`config.mk`:
```
export PLATFORM = sky130hd
export DESIGN_NAME = qam_symbol_mixer
export DESIGN_NICKNAME = d
export VERILOG_FILES = /design/src/rtl/qam_symbol_mixer.sv
export SDC_FILE = /design/constraint.sdc
export NUM_CORES = 1
export LEC_CHECK = 0
export ABC_AREA = 0
export ABC_CLOCK_PERIOD_IN_PS = 4210
export CORE_UTILIZATION = 45
export DETAILED_ROUTE_END_ITERATION = 10
export GPL_TIMING_DRIVEN = 0
export PLACE_DENSITY = 0.79
export SKIP_CTS_REPAIR_TIMING = 1
export SLEW_MARGIN = 20
export SYNTH_ARGS = -nofsm -noshare
export SYNTH_HDL_FRONTEND = slang
export SYNTH_SLANG_ARGS = --single-unit
```
`constraint.sdc`:
```
create_clock -name clk -period 4.21 [get_ports clk]
set_input_delay 0.842 -clock clk [delete_from_list [all_inputs] [get_ports clk]]
set_output_delay 0.842 -clock clk [all_outputs]
set_load 0.02 [all_outputs]
```
`src/rtl/qam_symbol_mixer.sv`:
```
// qam_symbol_mixer
//   16-QAM modulator back end. Accepts 4-bit symbols over a valid/ready
//   handshake, holds each symbol for SPS samples, maps its two 2-bit fields to
//   I/Q levels {-3,-1,+1,+3} and mixes them with the incoming carrier pair:
//     mod = (I*carrier_i - Q*carrier_q) >>> OUT_SHIFT, one sample per clk.
//
// Build option
//   QAM_GRAY_MAP_EN  defined   : Gray level map   00->-3 01->-1 11->+1 10->+3
//                    undefined : natural level map 00->-3 01->-1 10->+1 11->+3
//
// Parameters
//   SPS        samples (clk cycles) per symbol, >= 2
//   OUT_SHIFT  arithmetic right shift applied to the mixed sum, >= 3
//
// Ports
//   clk        sample clock
//   rst        synchronous active-high reset
//   carrier_i  signed carrier I, bits [31:16] used
//   carrier_q  signed carrier Q, bits [31:16] used
//   sym_data   symbol: [3:2] I level select, [1:0] Q level select
//   sym_valid  sym_data valid
//   sym_ready  symbol accepted this cycle when sym_valid is also high
//   mod_out    {signed 16-bit modulated sample, 16'b0}, 2-cycle latency
//   busy       a symbol is being transmitted
//   underrun   one-cycle pulse: symbol period ended with no symbol waiting
module qam_symbol_mixer #(
  parameter int SPS       = 16,
  parameter int OUT_SHIFT = 3
) (
  input  logic        clk,
  input  logic        rst,
  input  logic [31:0] carrier_i,
  input  logic [31:0] carrier_q,
  input  logic [3:0]  sym_data,
  input  logic        sym_valid,
  output logic        sym_ready,
  output logic [31:0] mod_out,
  output logic        busy,
  output logic        underrun
);

  localparam int CW = $clog2(SPS);
  localparam logic [CW-1:0] CNT_LAST = CW'(SPS - 1);

  typedef enum logic {IDLE, RUN} state_t;

  state_t             state_reg;
  logic [CW-1:0]      cnt_reg;
  logic signed [2:0]  li_reg, lq_reg;
  logic signed [18:0] pi_reg, pq_reg;
  logic [31:0]        mod_reg;
  logic               busy_reg;
  logic               underrun_reg;

  logic               transfer;
  logic signed [18:0] ci_ext, cq_ext, li_ext, lq_ext;
  logic signed [18:0] pi_next, pq_next;
  logic signed [19:0] s_next, m_next;
  logic               unused_bits;

  function automatic logic signed [2:0] level_map(input logic [1:0] f);
    logic signed [2:0] lvl;
    lvl = 3'sb101;
`ifdef QAM_GRAY_MAP_EN
    case (f)
      2'b00: lvl = 3'sb101;  // -3
      2'b01: lvl = 3'sb111;  // -1
      2'b11: lvl = 3'sb001;  // +1
      2'b10: lvl = 3'sb011;  // +3
      default: lvl = 3'sb101;
    endcase
`else
    case (f)
      2'b00: lvl = 3'sb101;  // -3
      2'b01: lvl = 3'sb111;  // -1
      2'b10: lvl = 3'sb001;  // +1
      2'b11: lvl = 3'sb011;  // +3
      default: lvl = 3'sb101;
    endcase
`endif
    return lvl;
  endfunction

  // Ready in IDLE or on the last sample of a symbol; cnt stays 0 in IDLE.
  // Gated by rst so no symbol can be taken while reset is held.
  assign sym_ready = !rst && ((state_reg == IDLE) || (cnt_reg == CNT_LAST));
  assign transfer  = sym_valid && sym_ready;

  // Stage 1 operands, sign-extended to the 19-bit product width.
  assign ci_ext  = {{3{carrier_i[31]}}, carrier_i[31:16]};
  assign cq_ext  = {{3{carrier_q[31]}}, carrier_q[31:16]};
  assign li_ext  = {{16{li_reg[2]}}, li_reg};
  assign lq_ext  = {{16{lq_reg[2]}}, lq_reg};
  assign pi_next = ci_ext * li_ext;
  assign pq_next = cq_ext * lq_ext;

  // Stage 2: full-width difference, then floor shift; the result always fits
  // in 16 bits for OUT_SHIFT >= 3, so plain truncation is safe.
  assign s_next = {pi_reg[18], pi_reg} - {pq_reg[18], pq_reg};
  assign m_next = s_next >>> OUT_SHIFT;

  assign unused_bits = ^{carrier_i[15:0], carrier_q[15:0], m_next[19:16]};

  always_ff @(posedge clk) begin
    if (rst) begin
      state_reg    <= IDLE;
      cnt_reg      <= '0;
      li_reg       <= '0;
      lq_reg       <= '0;
      pi_reg       <= '0;
      pq_reg       <= '0;
      mod_reg      <= '0;
      busy_reg     <= 1'b0;
      underrun_reg <= 1'b0;
    end else begin
      pi_reg       <= pi_next;
      pq_reg       <= pq_next;
      mod_reg      <= {m_next[15:0], 16'h0000};
      underrun_reg <= 1'b0;
      case (state_reg)
        IDLE: begin
          if (transfer) begin
            li_reg    <= level_map(sym_data[3:2]);
            lq_reg    <= level_map(sym_data[1:0]);
            cnt_reg   <= '0;
            state_reg <= RUN;
            busy_reg  <= 1'b1;
          end
        end
        RUN: begin
          if (cnt_reg == CNT_LAST) begin
            cnt_reg <= '0;
            if (transfer) begin
              li_reg <= level_map(sym_data[3:2]);
              lq_reg <= level_map(sym_data[1:0]);
            end else begin
              // Zero levels flush the datapath to 0 two cycles later.
              li_reg       <= '0;
              lq_reg       <= '0;
              state_reg    <= IDLE;
              busy_reg     <= 1'b0;
              underrun_reg <= 1'b1;
            end
          end else begin
            cnt_reg <= cnt_reg + CW'(1);
          end
        end
        default: state_reg <= IDLE;
      endcase
    end
  end

  assign mod_out  = mod_reg;
  assign busy     = busy_reg;
  assign underrun = underrun_reg;

endmodule

```
==> run_results.csv, run 1 <==
group,metric,value,unit
layout,drive_gt1_share,6.74,%
floorplanning,die_h,116,um
critical_path,cp_max_fo,3,
critical_path,r2r_slack,320,ps
critical_path,worst_setup_path_end_kind,"flip-flop",
global_route,grt_pass1_vias,4423,
yosys,synthArstFlopShare,0,%
layout,nets,939,
cts,clkSinkCount,66,
critical_path,startpoint_type,"input pin",
pwr,cellPowerDensity,335,nW/um^2
layout,area_growth_syn_to_layout,20.2,%
placed_design,port_buffers,57,
sta,post-route-period-util,95.7,%
critical_path,r2r_start,"li_reg[0]",
cts,cts_buffers,9,
placed_design,gp_congestion,0.896,
layout,diodes,0,
sta,hold_viol_final,0,
sta,whs,512,ps
critical_path,r2r-end,"pq_reg[15]",
global_route,grt_pass1_wl,19900,um
sta,setup_viol,0,
yosys,yosysSeqAreaShare,22.6,%
worst_hold_path,hold_path_class,"reg -> reg",
pwr,vdd_ir_drop_max,0.237,mV
yosys,synth_seq_cells,66,
run,drv_cap,0,
floorplanning,die_x,116,um
yosys,yosys_most_used_dff,"dfxtp_1",
outcome,status,"finished, final reports clean",
global_route,antenna_found_initial,0,
sta,setup-tns-final,0,ps
sta,period_minus_slack,4030,ps
layout,final_area,7020,um^2
critical_path,critPathMaxStageDelay,560,ps
yosys,avgSynthCellArea,8.74,um^2
sta,rsz0062_at_grt,"false",
placed_design,place_hpwl,9710,um
floorplanning,rows,41,
layout,stdcell_count,929,
drt,drtPass1Iterations,4,
drt,wl_met3,417,um
critical_path,crit_required,4410,ps
cts,cts_tree,"built",
floorplanning,io-pin-count,106,
drt,wl_per_cell,12.9,um
yosys,ys_types,58,
sta,tightest_slew,623,ps
floorplanning,dieArea,13400,um^2
drt,drc_errors,0,
drt,drt_iter0_drc,218,
sta,drv_slew,0,
global_route,grt_max_degree,13,
sta,fmaxAchievable,248,MHz
critical_path,path_class,"in -> reg",
global_route,grtUsageTotal,18.9,%
worst_hold_path,hold_end,"busy",
cts,clkSlewWorstSetupHoldPaths,60,ps
yosys,synth-edff-count,0,
placed_design,place_inst,912,
cts,clk_path_buf_depth,2,
cts,clockRootBuffer,"clkbuf_16",
yosys,synth_area,5840,um^2
drt,ant_nets,0,
worst_hold_path,holdPathStages,2,
sta,maxSlewHeadroom,58.5,%
critical_path,crit_top_cell,"fa_1",
drt,routed_wirelength,12000,um
worst_hold_path,worstHoldStart,"busy",
drt,dr.max_layer_used,"met4",
drt,wl_met2,5570,um
sta,skew,12.5,ps
drt,vias_per_cell,5.06,
placed_design,dpl-instance-area,6680,um^2
pwr,p_leak,0.00337,uW
yosys,ys_warn_count,0,
critical_path,critPathSlowestCell,"fa_1",
critical_path,critPathArrivalTime,4230,ps
floorplanning,initial_utilization,46.3,%
drt,wl_met1,5880,um
critical_path,rr_worst_depth,13,
global_route,gr-total-overflow,0,
cts,clock_latency,330,ps
cts,htree_levels,3,
critical_path,cp_cell_sequence,"clkdlybuf4s50_1 -> nand2_1 -> fa_1 -> inv_1 -> fa_1 -> ha_1 -> fa_2 -> a21o_1 -> a21oi_1 -> nor2b_1 -> o21ai_2 -> o21bai_2 -> a311o_1",
yosys,synthCells,668,
drt,vias,4701,
floorplanning,core_area,12600,um^2
==> routing by layer <==
| layer | track usage (%) | vias to the layer above |
|---|---|---|
| met5 | 0 | - |
| met4 | 6.24 | 0 |
| met3 | 2.20 | 8 |
| met2 | 32.5 | 98 |
| met1 | 24.7 | 2176 |
| li1 | - | 2419 |
==> critical path: cells and delay by family <==
family	cells	cell delay, ps
adder cells (fa/ha/maj)	4	1580
buffers and inverters	2	600
AND/OR/NAND/NOR	2	210
AO/OA/AOI/OAI	5	1020
==> cell usage after synthesis, types with 15 or more instances <==
| library cell | count | share of area, % |
|---|---|---|
| ha_1 | 82 | 18 |
| and2_1 | 56 | 6.0 |
| nand2_1 | 33 | 2.1 |
| fa_1 | 34 | 12 |
| buf_4 | 16 | 2.1 |
| xnor2_1 | 23 | 3.5 |
| xor2_1 | 15 | 2.3 |
| o21ai_0 | 19 | 1.6 |
| a21oi_1 | 40 | 3.4 |
| nor2b_1 | 29 | 3.1 |
| a21o_1 | 16 | 2.1 |
| nor2_1 | 83 | 5.3 |
| inv_1 | 34 | 2.2 |
| dfxtp_1 | 66 | 23 |
==> power breakdown <==
part           leakage, uW  total (uW)  switching, uW  internal, uW
Clock             0.000144         769            276           492
Combinational      0.00268         841            451           390
Sequential        0.000543         739           27.6           711
Total              0.00337        2350            755          1590
==> layout by cell type (no fill, tap or decap), drive strengths merged, types with 4 or more instances in the layout <==
| master | Yosys | final |
|---|---|---|
| nor2 | 83 | 83 |
| ha | 82 | 82 |
| dfxtp | 66 | 66 |
| clkdlybuf4s50 | 0 | 57 |
| and2 | 56 | 56 |
| a21oi | 43 | 43 |
| inv | 34 | 35 |
| fa | 34 | 34 |
| nand2 | 33 | 33 |
| nor2b | 29 | 29 |
| o21ai | 25 | 25 |
| clkbuf | 13 | 24 |
| xnor2 | 23 | 23 |
| buf | 21 | 22 |
| a21o | 16 | 16 |
| conb | 1 | 16 |
| xor2 | 15 | 15 |
| nor3 | 14 | 14 |
| a211oi | 7 | 7 |
| nand2b | 6 | 6 |
| nand3 | 6 | 6 |
| a31oi | 6 | 6 |
| o21a | 5 | 5 |
| o21bai | 5 | 5 |
| nor3b | 4 | 4 |
==> kinds of logic after synthesis <==
group / Yosys count / synth area share, %
simple gates: 250 / 21.9
fa+ha+maj: 116 / 29.2
compound gates: 126 / 14.5
other cells: 1 / 0.0642
mux: 3 / 0.557
xor+xnor: 38 / 5.70
flops: 66 / 22.6
buf+inv: 68 / 5.42
==> stage by stage <==
step | worst slack [ps] | utilization (%) | power, uW
final | 181 | 55.6 | 2350
after global placement | -265 | 52.9 | 1580
after detailed placement | -315 | 52.9 | 1590
after CTS | -2.17 | 55.4 | 2360
after global routing | 36.3 | 55.6 | 2490
after floorplan | 522 | - | 1330
==> area by class of cell <==
class	instances	area, um^2
buffer	34	189
clock buffer	11	253
clock inverter	5	61.3
fill	1170	5600
inverter	34	128
multi-input combinational	549	4270
sequential	66	1320
tap	172	215
timing repair buffer	58	578
==> how the worst max path moves through the flow <==
stage | cells past startpoint | endpoint | slack [ps] | from
floorplan | 12 | pq_reg[15] | 520 | carrier_q[16]
global placement | 13 | pq_reg[15] | -260 | carrier_q[18]
detailed placement | 13 | pq_reg[15] | -310 | carrier_q[18]
CTS | 13 | pq_reg[15] | -2 | carrier_q[18]
global route | 14 | pi_reg[17] | 40 | carrier_i[16]
finish | 13 | pq_reg[15] | 180 | carrier_q[18]
Note: power is estimated with default switching activity, not from simulation.
==> inputs of run 2 (changes only) <==
--- a/config.mk
+++ b/config.mk
@@ -10,6 +10,7 @@
 export CORE_UTILIZATION = 45
 export DETAILED_ROUTE_END_ITERATION = 10
 export GPL_TIMING_DRIVEN = 0
+export MAX_ROUTING_LAYER = met4
 export PLACE_DENSITY = 0.79
 export SKIP_CTS_REPAIR_TIMING = 1
 export SLEW_MARGIN = 20
==> run 2 against run 1 <==
Compared with the run above:
- clock power hardly changed
- global-route usage is 0.59 points higher
- total power is 0.14% higher
- final cell count stayed put
- critical endpoint unchanged
- critical path depth stayed put
- combinational power hardly changed
- die area stayed put
==> run_results.csv, run 2 (synthesis gave the netlist of run 1 again) <==
group,metric,value,unit
outcome,status,"finished, final reports clean",
worst_hold_path,worstHoldStart,"busy",
global_route,grt_pass1_wl,19900,um
cts,clkSlewWorstSetupHoldPaths,60,ps
pwr,power,2350,uW
global_route,grtUsageTotal,19.5,%
floorplanning,core_area,12600,um^2
critical_path,worst_setup_path_end_kind,"flip-flop",
critical_path,critPathMaxStageDelay,560,ps
pwr,cellPowerDensity,335,nW/um^2
pwr,vdd_ir_drop_max,0.240,mV
critical_path,critPathSlowestCell,"fa_1",
placed_design,place_hpwl,9710,um
critical_path,cp_max_fo,3,
critical_path,r2r_start,"li_reg[0]",
drt,drtPass1Iterations,4,
global_route,grt_max_degree,13,
sta,tightest_slew,620,ps
layout,mostFrequentLayoutCells,"nor2_1, ha_1, dfxtp_1",
pwr,p_leak,0.00337,uW
critical_path,r2r-end,"pq_reg[15]",
cts,cts_tree,"built",
drt,ant_nets,0,
cts,cts_buffers,9,
floorplanning,die_x,116,um
cts,clockRootBuffer,"clkbuf_16",
worst_hold_path,hold_path_class,"reg -> reg",
critical_path,cp_cell_sequence,"clkdlybuf4s50_1 -> nand2_1 -> fa_1 -> inv_1 -> fa_1 -> ha_1 -> fa_2 -> a21o_1 -> a21oi_1 -> nor2b_1 -> o21ai_2 -> o21bai_2 -> a311o_1",
critical_path,startpoint_type,"input pin",
critical_path,r2r_slack,320,ps
critical_path,crit_required,4420,ps
floorplanning,die_h,116,um
cts,clkSinkCount,66,
layout,diodes,0,
critical_path,critPathLaunch,"carrier_q[18]",
cts,clock_latency,330,ps
run,drv_cap,0,
global_route,grt_pass1_vias,4424,
layout,final_area,7020,um^2
placed_design,pre_cts_ws,-315,ps
layout,drive_gt1_share,6.74,%
sta,post-route-period-util,95.8,%
sta,setup_viol,0,
sta,skew,11.5,ps
drt,vias,4701,
sta,fmaxAchievable,248,MHz
critical_path,path_class,"in -> reg",
sta,period_minus_slack,4030,ps
critical_path,critPathArrivalTime,4240,ps
cts,clk_path_buf_depth,2,
critical_path,rr_worst_depth,13,
sta,fin_ws,178,ps
global_route,antenna_found_initial,0,
drt,drt_iter0_drc,184,
floorplanning,initial_utilization,46.3,%
critical_path,cp-endpoint,"pq_reg[15]",
sta,whs,512,ps
floorplanning,dieArea,13400,um^2
worst_hold_path,holdPathStages,2,
layout,nets,939,
sta,maxSlewHeadroom,58.7,%
placed_design,port_buffers,57,
layout,area_growth_syn_to_layout,20.2,%
drt,wl_per_cell,12.9,um
floorplanning,rows,41,
global_route,gr-total-overflow,0,
sta,rsz0062_at_grt,"false",
critical_path,crit_top_cell,"fa_1",
placed_design,gp_congestion,0.911,
cts,htree_levels,3,
floorplanning,io-pin-count,106,
sta,drv_slew,0,
drt,drc_errors,0,
sta,hold_viol_final,0,
drt,routed_wirelength,12000,um
drt,vias_per_cell,5.06,
layout,layout_commonest_cell,"nor2_1",
placed_design,dpl-instance-area,6680,um^2
-- run 2: critical path, delay by kind of cell --
kind / cells / cell delay, ps
fa+ha+maj: 4 / 1580
compound gates: 5 / 1020
buf+inv: 2 / 600
simple gates: 2 / 210
-- run 2: layout make-up --
cell class	count	area, um^2
Fill cell	1170	5600
Sequential cell	66	1320
Inverter	34	128
Multi-Input combinational cell	549	4270
Clock buffer	11	253
Timing Repair Buffer	58	578
Clock inverter	5	61.3
Tap cell	172	215
Buffer	34	189
-- run 2: how the worst min path moves through the flow --
| stage | slack [ps] | endpoint |
|---|---|---|
| floorplan | 470 | underrun |
| global placement | 500 | underrun |
| detailed placement | 500 | underrun |
| CTS | 520 | underrun |
| global route | 540 | busy |
| finish | 510 | busy |
-- run 2: metrics by stage --
stage,cells,utilization [%],TNS [ps]
5_1_grt,929,55.6,0
4_1_cts,928,55.4,-2.17
6_report,929,55.6,0
2_1_floorplan,683,-,0
3_3_place_gp,912,52.9,-1190
3_5_place_dp,912,52.9,-1530
-- run 2: metal layers --
layer  GRT usage (%)  part of all wire [%]  vias up
li1                -                     -     2415
met1            24.7                    49     2185
met2            32.5                    46       91
met3            2.20                   3.1       10
met4            6.24                   1.2        0
met5               -                     0        -
-- run 2: report_power, final --
group,internal [uW],switching (uW)
registers,711,27.6
logic,390,451
clock network,492,280
total,1590,758
==> inputs of run 3 (changes only) <==
--- a/config.mk
+++ b/config.mk
@@ -12,6 +12,7 @@
 export GPL_TIMING_DRIVEN = 0
 export MAX_ROUTING_LAYER = met4
 export PLACE_DENSITY = 0.79
+export SETUP_SLACK_MARGIN = 0.2
 export SKIP_CTS_REPAIR_TIMING = 1
 export SLEW_MARGIN = 20
 export SYNTH_ARGS = -nofsm -noshare
==> run 3 against run 2 <==
Compared with the run above:
- clock power hardly changed
- first-iteration DRC count is 4.9% higher
- sequential share of layout area is 0.090 points lower
- utilization is 0.27 points higher
- combinational power hardly changed
- highest routed layer unchanged
==> run_results.csv, run 3 (synthesis gave the netlist of run 1 again) <==
group,metric,value,unit
cts,clock_latency,330,ps
sta,drv_slew,0,
pwr,cellPowerDensity,334,nW/um^2
critical_path,worst_setup_path_end_kind,"flip-flop",
drt,vias,4708,
critical_path,r2r_slack,390,ps
critical_path,cp_cell_sequence,"clkdlybuf4s50_1 -> nand2_1 -> fa_1 -> inv_1 -> fa_1 -> ha_2 -> fa_2 -> a21o_1 -> a21oi_1 -> nor2b_1 -> o21ai_2 -> o21bai_2 -> a311o_1",
worst_hold_path,hold_end,"busy",
placed_design,pre_cts_ws,-315,ps
layout,area_growth_syn_to_layout,20.8,%
pwr,vdd_ir_drop_max,0.238,mV
cts,cts_tree,"built",
floorplanning,initial_utilization,46.3,%
placed_design,place_hpwl,9710,um
sta,skew,12.0,ps
critical_path,critPathMaxStageDelay,530,ps
placed_design,port_buffers,57,
critical_path,crit_family,"adder cells",
global_route,gr-total-overflow,0,
critical_path,startpoint_type,"input pin",
critical_path,critPathSlowestCell,"clkdlybuf4s50_1",
cts,clkSinkCount,66,
run,drv_cap,0,
global_route,grt_pass1_wl,19900,um
layout,diodes,0,
floorplanning,die_x,116,um
placed_design,gp_congestion,0.911,
critical_path,rr_worst_depth,13,
global_route,grt_max_degree,13,
sta,setup_viol,0,
floorplanning,dieArea,13400,um^2
outcome,status,"finished, final reports clean",
pwr,p_leak,0.00339,uW
layout,final_util,55.9,%
worst_hold_path,hold_path_class,"reg -> reg",
critical_path,crit_top_cell,"fa_1",
floorplanning,io-pin-count,106,
sta,fmaxAchievable,254,MHz
sta,maxSlewHeadroom,58.2,%
drt,drc_errors,0,
cts,cts_buffers,9,
sta,tightest_slew,627,ps
drt,routed_wirelength,12100,um
cts,clkSlewWorstSetupHoldPaths,60,ps
sta,rsz0062_at_grt,"true",
cts,htree_levels,3,
drt,ant_nets,0,
cts,clk_path_buf_depth,2,
floorplanning,rows,41,
sta,post-route-period-util,93.6,%
drt,drtPass1Iterations,4,
drt,wl_per_cell,13.0,um
layout,layout_commonest_cell,"nor2_1",
worst_hold_path,worstHoldStart,"busy",
layout,mostFrequentLayoutCells,"nor2_1, ha_1, dfxtp_1",
layout,drive_gt1_share,7.91,%
layout,nets,941,
floorplanning,core_area,12600,um^2
drt,drt_iter0_drc,193,
cts,clockRootBuffer,"clkbuf_16",
layout,num-fill-cells,1163,
global_route,antenna_found_initial,0,
worst_hold_path,holdPathStages,2,
critical_path,r2r_start,"lq_reg[1]",
critical_path,crit_buf_inv,2,
sta,period_minus_slack,3940,ps
drt,vias_per_cell,5.06,
sta,hold_viol_final,0,
global_route,grtUsageTotal,19.5,%
critical_path,crit_required,4420,ps
critical_path,r2r-end,"pq_reg[15]",
critical_path,critPathArrivalTime,4150,ps
critical_path,path_class,"in -> reg",
sta,fin_ws,267,ps
critical_path,cp_max_fo,3,
floorplanning,die_h,116,um
global_route,grt_pass1_vias,4424,
==> run 3: changes by cell type in the layout (fill, tap and decap cells not counted), sizes merged <==
| cell | before | now |
|---|---|---|
| buf | 22 | 25 |
| clkbuf | 24 | 23 |
| clkdlybuf4s50 | 57 | 56 |
| dlymetal6s2s | 0 | 1 |
==> run 3: where the power goes <==
part / internal [uW] / switching [uW]
Combinational: 391 / 452
Clock: 492 / 278
Sequential: 711 / 27.8
==> run 3: cell type report <==
cell class              instances  area, um^2  share of cell area (%)
clock inverters                 5        61.3                   0.869
repair buffers                 60         596                    8.44
clock buffers                  11         253                    3.58
flip-flops and latches         66        1320                    18.7
inverters                      34         128                    1.81
well taps                     172         215                    3.05
plain buffers                  34         193                    2.73
multi-input cells             549        4290                    60.8
==> run 3: how the worst max path moves through the flow <==
stage                  startpoint          to  slack (ps)  depth (start not counted)
finish              carrier_q[17]  pq_reg[15]         270                         13
detailed placement  carrier_q[18]  pq_reg[15]        -310                         13
global route        carrier_i[16]  pi_reg[13]         170                         14
global placement    carrier_q[18]  pq_reg[15]        -260                         13
CTS                 carrier_q[18]  pq_reg[15]          -2                         13
floorplan           carrier_q[16]  pq_reg[15]         520                         12
==> run 3: worst reg2reg max path, delay by kind of cell (launching register included) <==
family / cells / cell delay [ps]
AO/OA/AOI/OAI: 5 / 1050
buffers and inverters: 2 / 420
flip-flops: 1 / 500
AND/OR/NAND/NOR: 2 / 240
adder cells (fa/ha/maj): 4 / 1490
==> run 3: layer usage <==
layer / share of wire (%) / routed length [um] / global-route usage [%] / vias up
met5: 0 / 0 / - / -
met1: 49 / 5960 / 24.7 / 2179
met2: 46 / 5640 / 32.5 / 97
met3: 3.2 / 387 / 2.20 / 8
li1: - / - / - / 2424
met4: 1.1 / 136 / 6.24 / 0
==> run 3: stage by stage <==
step	instances	hold slack [ps]	total power, uW	setup TNS (ps)	cell area, um^2
finish	931	512	2350	0	7050
global route	931	536	2490	0	7050
CTS	928	518	2360	-2.17	6990
detailed placement	912	499	1590	-1530	6680
global placement	912	496	1580	-1190	6680
floorplan	683	466	1330	0	5890
